File: src/rtl/deser_arbiter.sv
// Round-robin arbiter that lends one serial deserializer to N_CH sources, one word at a time,
// tags each finished word with its channel, and flushes the deserializer on stalled or abandoned words.
module deser_arbiter #(
  parameter int N_CH    = 4,
  parameter int WORD_W  = 16,
  parameter int TIMEOUT = 64
) (
  input  logic                    clk_i,
  input  logic                    rst_n_i,
  input  logic [N_CH-1:0]         ch_req_i,
  input  logic [N_CH-1:0]         ch_data_i,
  input  logic [N_CH-1:0]         ch_data_val_i,
  output logic [N_CH-1:0]         ch_gnt_o,
  output logic                    deser_srst_o,
  output logic                    deser_data_o,
  output logic                    deser_data_val_o,
  input  logic                    deser_word_val_i,
  output logic [$clog2(N_CH)-1:0] word_ch_o,
  output logic                    word_ch_val_o,
  output logic                    abort_o
);

  localparam int CH_W = $clog2(N_CH);
  localparam int BC_W = $clog2(WORD_W + 1);
  localparam int IC_W = $clog2(TIMEOUT + 1);

  typedef enum logic [1:0] {IDLE, GRANT, WAIT_WORD, FLUSH} state_t;

  state_t          state;
  logic [CH_W-1:0] rr_ptr;
  logic [BC_W-1:0] bit_cnt;
  logic [IC_W-1:0] idle_cnt;

  logic [2*N_CH-1:0] req_rot;
  logic              pick_found;
  logic [CH_W-1:0]   pick_off;
  logic [CH_W:0]     pick_sum;
  logic [CH_W-1:0]   pick_idx;
  logic [CH_W-1:0]   next_rr;
  logic              owner_req;
  logic              owner_val;
  logic              idle_expired;

  // Rotate the requests so that rr_ptr sits at bit 0; the lowest set bit is the winner.
  assign req_rot = {ch_req_i, ch_req_i} >> rr_ptr;

  always_comb begin
    pick_found = 1'b0;
    pick_off   = '0;
    for (int i = N_CH - 1; i >= 0; i--) begin
      if (req_rot[i]) begin
        pick_found = 1'b1;
        pick_off   = CH_W'(i);
      end
    end
  end

  assign pick_sum = {1'b0, rr_ptr} + {1'b0, pick_off};
  assign pick_idx = (pick_sum >= (CH_W+1)'(N_CH)) ? CH_W'(pick_sum - (CH_W+1)'(N_CH))
                                                  : CH_W'(pick_sum);
  assign next_rr  = (pick_idx == CH_W'(N_CH - 1)) ? '0 : pick_idx + CH_W'(1);

  assign owner_req    = ch_req_i[word_ch_o];
  assign owner_val    = ch_data_val_i[word_ch_o];
  assign idle_expired = (idle_cnt == IC_W'(TIMEOUT - 1));

  assign deser_data_o     = (state == GRANT) & ch_data_i[word_ch_o];
  assign deser_data_val_o = (state == GRANT) & owner_val;
  assign word_ch_val_o    = (state == WAIT_WORD) & deser_word_val_i;

  always_ff @(posedge clk_i or negedge rst_n_i) begin
    if (!rst_n_i) begin
      state        <= FLUSH;
      ch_gnt_o     <= '0;
      deser_srst_o <= 1'b1;
      abort_o      <= 1'b0;
      word_ch_o    <= '0;
      rr_ptr       <= '0;
      bit_cnt      <= '0;
      idle_cnt     <= '0;
    end else begin
      case (state)
        IDLE: begin
          if (pick_found) begin
            ch_gnt_o  <= N_CH'(1) << pick_idx;
            word_ch_o <= pick_idx;
            rr_ptr    <= next_rr;
            bit_cnt   <= '0;
            idle_cnt  <= '0;
            state     <= GRANT;
          end
        end
        GRANT: begin
          if (!owner_req || (!owner_val && idle_expired)) begin
            ch_gnt_o     <= '0;
            deser_srst_o <= 1'b1;
            abort_o      <= 1'b1;
            bit_cnt      <= '0;
            idle_cnt     <= '0;
            state        <= FLUSH;
          end else if (owner_val) begin
            idle_cnt <= '0;
            // The grant is released on the same edge that accepts the last bit.
            if (bit_cnt == BC_W'(WORD_W - 1)) begin
              ch_gnt_o <= '0;
              bit_cnt  <= '0;
              state    <= WAIT_WORD;
            end else begin
              bit_cnt <= bit_cnt + BC_W'(1);
            end
          end else begin
            idle_cnt <= idle_cnt + IC_W'(1);
          end
        end
        WAIT_WORD: begin
          if (deser_word_val_i) begin
            state <= IDLE;
          end else if (idle_expired) begin
            deser_srst_o <= 1'b1;
            abort_o      <= 1'b1;
            idle_cnt     <= '0;
            state        <= FLUSH;
          end else begin
            idle_cnt <= idle_cnt + IC_W'(1);
          end
        end
        FLUSH: begin
          deser_srst_o <= 1'b0;
          abort_o      <= 1'b0;
          bit_cnt      <= '0;
          idle_cnt     <= '0;
          state        <= IDLE;
        end
        default: state <= FLUSH;
      endcase
    end
  end

endmodule

File: config.mk
export PLATFORM = sky130hd
export DESIGN_NAME = deser_arbiter
export DESIGN_NICKNAME = d
export VERILOG_FILES = /design/src/rtl/deser_arbiter.sv
export SDC_FILE = /design/constraint.sdc
export NUM_CORES = 1
export LEC_CHECK = 0
export CAP_MARGIN = 15
export CORE_MARGIN = 2
export CORE_UTILIZATION = 53
export CTS_CLUSTER_SIZE = 20
export DETAILED_ROUTE_END_ITERATION = 12
export GPL_TIMING_DRIVEN = 0
export PLACE_DENSITY = 0.75
export SETUP_SLACK_MARGIN = 0.15
export SLEW_MARGIN = 20
export SYNTH_ARGS = -nofsm -noshare
export SYNTH_HDL_FRONTEND = slang
export SYNTH_SLANG_ARGS = --single-unit
File: constraint.sdc
create_clock -name clk_i -period 3.4 [get_ports clk_i]
set_input_delay 0.68 -clock clk_i [delete_from_list [all_inputs] [get_ports clk_i]]
set_output_delay 0.68 -clock clk_i [all_outputs]
set_load 0.005 [all_outputs]
; ---- Yosys cells after proc, flatten, opt, wreduce, memory -nomap -nowiden
; Cells that the tools add are included.
[word_totals]
wordCells = 90
inputBits = 15
reg_bits = 24
out_inout_bits = 11
[op_classes]
n_shift = 2
order_cmp = 2
reduce_logical = 14
n_bitwise = 3
n_eq_ne = 13
muxes = 43
add_sub_neg = 5
[op_table]
columns = op, n
row1 = 2-to-1 mux 7 bit, 5
row2 = case mux 7 bit (4 select lines), 1
row3 = 2-to-1 mux 2 bit, 12
row4 = 2-to-1 mux 5 bit, 4
row5 = 2-to-1 mux 4 bit, 4
row6 = case mux 5 bit (3 select lines), 1
row7 = AND reduction 4 bit, 3
row8 = 2-to-1 mux 1 bit, 10
row9 = case mux 2 bit (4 select lines), 1
row10 = case mux 4 bit (2 select lines), 1
row11 = right shift 8 x 2 -> 4 bit, 1
row12 = "adder 7 x 1 -> 7 bit, second input constant", 1
row13 = "equality test 7 x 6 -> 1 bit, second input constant", 1
row14 = binary-select mux 1 bit (select 2 bit), 3
row15 = "equality test 2 bit, second input constant", 3
row16 = "inequality test 2 bit, second input constant", 3
row17 = nonzero test 3 bit, 2
row18 = "adder 5 x 1 -> 5 bit, second input constant", 1
row19 = "equality test 5 x 4 -> 1 bit, second input constant", 1
row20 = AND reduction 2 bit, 2
row21 = "left shift 1 x 2 -> 4 bit, first input constant", 1
row22 = adder 2 x 2 -> 3 bit, 1
row23 = bitwise AND 1 bit, 3
row24 = "greater-or-equal comparator 3 bit, second input constant", 1
row25 = other kinds (15), 16

; ---- Longest topological paths before layout
[depth]
depth_word = 11
ltp_mapped = 14
depth_no_buf = 13

; ---- Least setup slack after synthesis
; No wires, ideal clock.
[synth_timing]
path_type = input-to-reg
startpoint = in ch_req_i[2]
endpoint = reg rr_ptr[1]
t_required_ns = 3.275
arrival_time_ns = 2.826
path_slack_ns = 0.449
setup_ns = 0.125
path_stages = 13
n_path_buf = 1
path_cell_list = buf_4 > nand2_1 > a21oi_1 > nor2_1 > a211oi_1 > a21oi_1 > ha_1 > xor2_1 > or4_1 > nand2_1 > inv_1 > ha_1 > mux2_2
[synth_via]
elab_chain_len = 10
word_cells_on_any_way = 17
classes_between = 3 x add/sub / 1 x order compare / 1 x eq/ne / 1 x shift / 10 x mux / 1 x reduce/logical
[synth_rtl]
columns = item, line_no
row1 = start: declaration, 10  ; input logic [N_CH-1:0] ch_req_i,
row2 = right shift 8 x 2 -> 4 bit *, 45  ; assign req_rot = {ch_req_i, ch_req_i} >> rr_ptr;
row3 = 2-to-1 mux 2 bit (3 in series), 51  ; if (req_rot[i]) begin
row4 = 2-to-1 mux 2 bit *, 51
row5 = adder 2 x 2 -> 3 bit *, 58  ; assign pick_sum = {1'b0, rr_ptr} + {1'b0, pick_off};
row6 = greater-or-equal comparator 3 bit / subtractor 2 x 1 -> 2 bit (equally long branches), 59  ; assign pick_idx = (pick_sum >= (CH_W+1)'(N_CH)) ? CH_W'(pick_sum - (CH_W+1)'(N_CH))
row7 = 2-to-1 mux 2 bit *, 59
row8 = adder 2 x 1 -> 2 bit / equality test 2 bit (equally long branches), 61  ; assign next_rr = (pick_idx == CH_W'(N_CH - 1)) ? '0 : pick_idx + CH_W'(1);
row9 = 2-to-1 mux 2 bit *, 61
row10 = via next_rr[1], 39  ; logic [CH_W-1:0] next_rr;
row11 = end signal: assignment, 87  ; rr_ptr <= next_rr;
row12 = end: declaration, 30  ; logic [CH_W-1:0] rr_ptr;
; Mark *: on every way through the listed nets, which the timed path passes. The rest lies on a longest branch.
; A chain may end at the register's enable or synchronous reset.

; ---- Worst setup path after layout
[layout_timing]
startpoint = in ch_req_i[0]
endpoint = reg rr_ptr[1]
; Same word-level chain as after synthesis.

==> flow_metrics.env <==
export IMPL_outcome="finished clean"
export IMPL_port_buffers=23
export IMPL_io_pins=26
export IMPL_cts_resized=1
export IMPL_cts_tree="done"
export IMPL_arrival_ns=3.32
export IMPL_diodes=0
export IMPL_cts_setup_buffers=0
export IMPL_hpwl_um=2743
export IMPL_tightest_slew_ns=0.5891
export IMPL_cts_sinks=24
export IMPL_max_vdd_ir_drop_v=0.0004328
export IMPL_yosysTopAreaCellShare_pct=32.06
export IMPL_synth_edf_count=0
export IMPL_cts_root_buf="clkbuf_4"
export IMPL_worstSkewPairLatency_ns=0.33
export IMPL_vias_per_cell=6.155
export IMPL_vias=1434
export IMPL_yosysWarningCount=0
export IMPL_worst_slack_ns=0.3270
export IMPL_ff2ff_path_depth=13
export IMPL_postLayoutCoreUtil_pct=65.21
export IMPL_crit_required_ns=3.64
export IMPL_period_share_pct=90.38
export IMPL_endpoint_kind="flop"
export IMPL_grt_pass1_vias=1362
export IMPL_fin_nets=225
export IMPL_firstDrtPassIters=4
export IMPL_coreArea_um2=3003
export IMPL_slew_violations=0
export IMPL_antenna_found_initial=0
export IMPL_nFillCells=257
export IMPL_fmax_ghz=0.3254
export IMPL_drv_cap=0
export IMPL_drtIter0Drc=68
export IMPL_grt_pass1_wl_um=5858
export IMPL_synthDistinctLibCells=49
export IMPL_start_util_pct=54.58
export IMPL_grt_usage_pct=21.49
export IMPL_hold_buffers=0
export IMPL_async_reset_ff_share_pct=100.0
export IMPL_crit_path_max_fanout=8
export IMPL_syn_nets=197
export IMPL_grt_max_degree=25
export IMPL_finalSetupViolCount=0
export IMPL_die_area_um2=3553
export IMPL_finalHoldViolations=0
export IMPL_yosys_most_used_dff="dfrtp_1"
export IMPL_synth_top_area_cell="dfrtp_1"
export IMPL_min_period_ns=3.073
export IMPL_r2r_slack_ns=0.48
export IMPL_drc=0
export IMPL_path_clk_slew_ns=0.15
export IMPL_wl_um=3523
export IMPL_drive_above_1_share_pct=14.50
export IMPL_ys_top_cells_by_area="dfrtp_1, ha_1, nand2_1"
export IMPL_synth_seq_cells=24
export IMPL_synth_most_common_cell="nand2_1"
export IMPL_chipHeight_um=59.61
export IMPL_die_w_um=59.61
export IMPL_syn_area_um2=1639
export IMPL_postSynthCellCount=173
export IMPL_grt_remaining_overflow=0
export IMPL_skew_ns=0.02195
export IMPL_crit_start="ch_req_i[0]"
export IMPL_cts_buffers=3
export IMPL_wl_per_cell_um=15.12
export IMPL_clk_path_buf_depth=2
export IMPL_hold_class="in -> async"
export IMPL_leakagePower_nw=0.8639
export IMPL_slew_headroom_pct=60.46
export IMPL_cts_htree_levels=1
export IMPL_dpl_worst_slack_ns=-0.2558
export IMPL_gp_congestion=0.7860
export IMPL_synthToLayoutAreaGrowth_pct=19.47
export IMPL_avgSynthCellArea_um2=9.474
export IMPL_netlist_top_cells_count="nand2_1, dfrtp_1, nor2_1, o21ai_0"
export IMPL_p_per_area_nw_per_um2=757.2
export IMPL_r2r_start="rr_ptr[1]"
export IMPL_num_rows=20
export IMPL_critPathLaunchType="input port"
export IMPL_worstSetupPathType="in -> reg"
export IMPL_rsz0062_at_grt="false"
export IMPL_yosysSeqAreaShare_pct=36.87
export IMPL_drtAntennaViolNets=0
[worst paths after layout]
path | endpoint
setup reg to reg | rr_ptr[1]
max in group asynchronous | state[1]
hold / removal | bit_cnt[4]
hold reg to reg | abort_o
setup / recovery | rr_ptr[1]
min in group clk_i | abort_o
[per-stage QoR]
step	setup TNS, ns	area [µm²]	power, mW	cells	hold WS (ns)
3_3_place_gp	-0.2324	1911	1.231	229	0.4643
2_1_floorplan	0	1639	1.005	173	0.3844
4_1_cts	0	1962	1.488	233	0.5019
5_1_grt	0	1958	1.604	233	0.3238
3_5_place_dp	-0.5582	1911	1.277	229	0.4723
6_report	0	1958	1.483	233	0.2994
[cells by family after synthesis]
logic type,Yosys count,share of synthesized area [%]
AND/OR/NAND/NOR,70,23.59
AO/OA/AOI/OAI,51,22.44
flip-flops,24,36.87
XOR/XNOR,1,0.5344
buffers and inverters,13,3.741
multiplexers,5,5.954
adder cells (fa/ha/maj),9,6.870
[power breakdown]
part           leakage (nW)  switching, mW  internal (mW)
logic                 0.524          0.421          0.394
registers             0.312         0.0784          0.377
clock network        0.0279         0.0923          0.119
total                 0.864          0.592          0.891
[cell type report]
class | count | area (µm²) | share of cell area [%]
multi-input combinational | 136 | 973.4 | 49.71
sequential | 24 | 604.3 | 30.86
timing repair buffer | 23 | 224.0 | 11.44
tap | 33 | 41.29 | 2.109
buffer | 6 | 36.28 | 1.853
clock inverter | 1 | 30.03 | 1.534
inverter | 7 | 26.28 | 1.342
clock buffer | 3 | 22.52 | 1.150
[state kept, by name (all words and copies together), names as in the netlist]
register      cells
state             2
abort_o           1
bit_cnt           5
word_ch_o         2
ch_gnt_o          4
deser_srst_o      1
idle_cnt          7
rr_ptr            2
[metal layers]
| metal | share of wire, % | global-route usage [%] | vias up |
|---|---|---|---|
| li1 | - | - | 691 |
| met1 | 44 | 27.66 | 713 |
| met2 | 52 | 38.46 | 25 |
| met3 | 3.2 | 2.620 | 5 |
| met4 | 0.94 | 4.762 | 0 |
| met5 | 0 | 0 | - |
[cells in the final DEF (no fill, tap or decap), drive strengths merged, types with 6 or more instances in the layout]
cell           count
dfrtp             21
nor2              12
ha                 9
a21o               6
clkdlybuf4s50     21
inv                7
nand2             22
a21oi              9
o21ai             13
o31ai              7
[worst max-delay path, stage by stage]
cell             delay [ns]
clkdlybuf4s50_1        0.60
o21ai_0                0.13
a21oi_1                0.14
a21oi_1                0.05
a21oi_1                0.16
ha_1                   0.18
xor2_1                 0.07
or4_1                  0.54
nand2_1                0.13
inv_1                  0.08
ha_1                   0.29
mux2_2                 0.26
No activity file was read; power rests on OpenSTA's default activity.
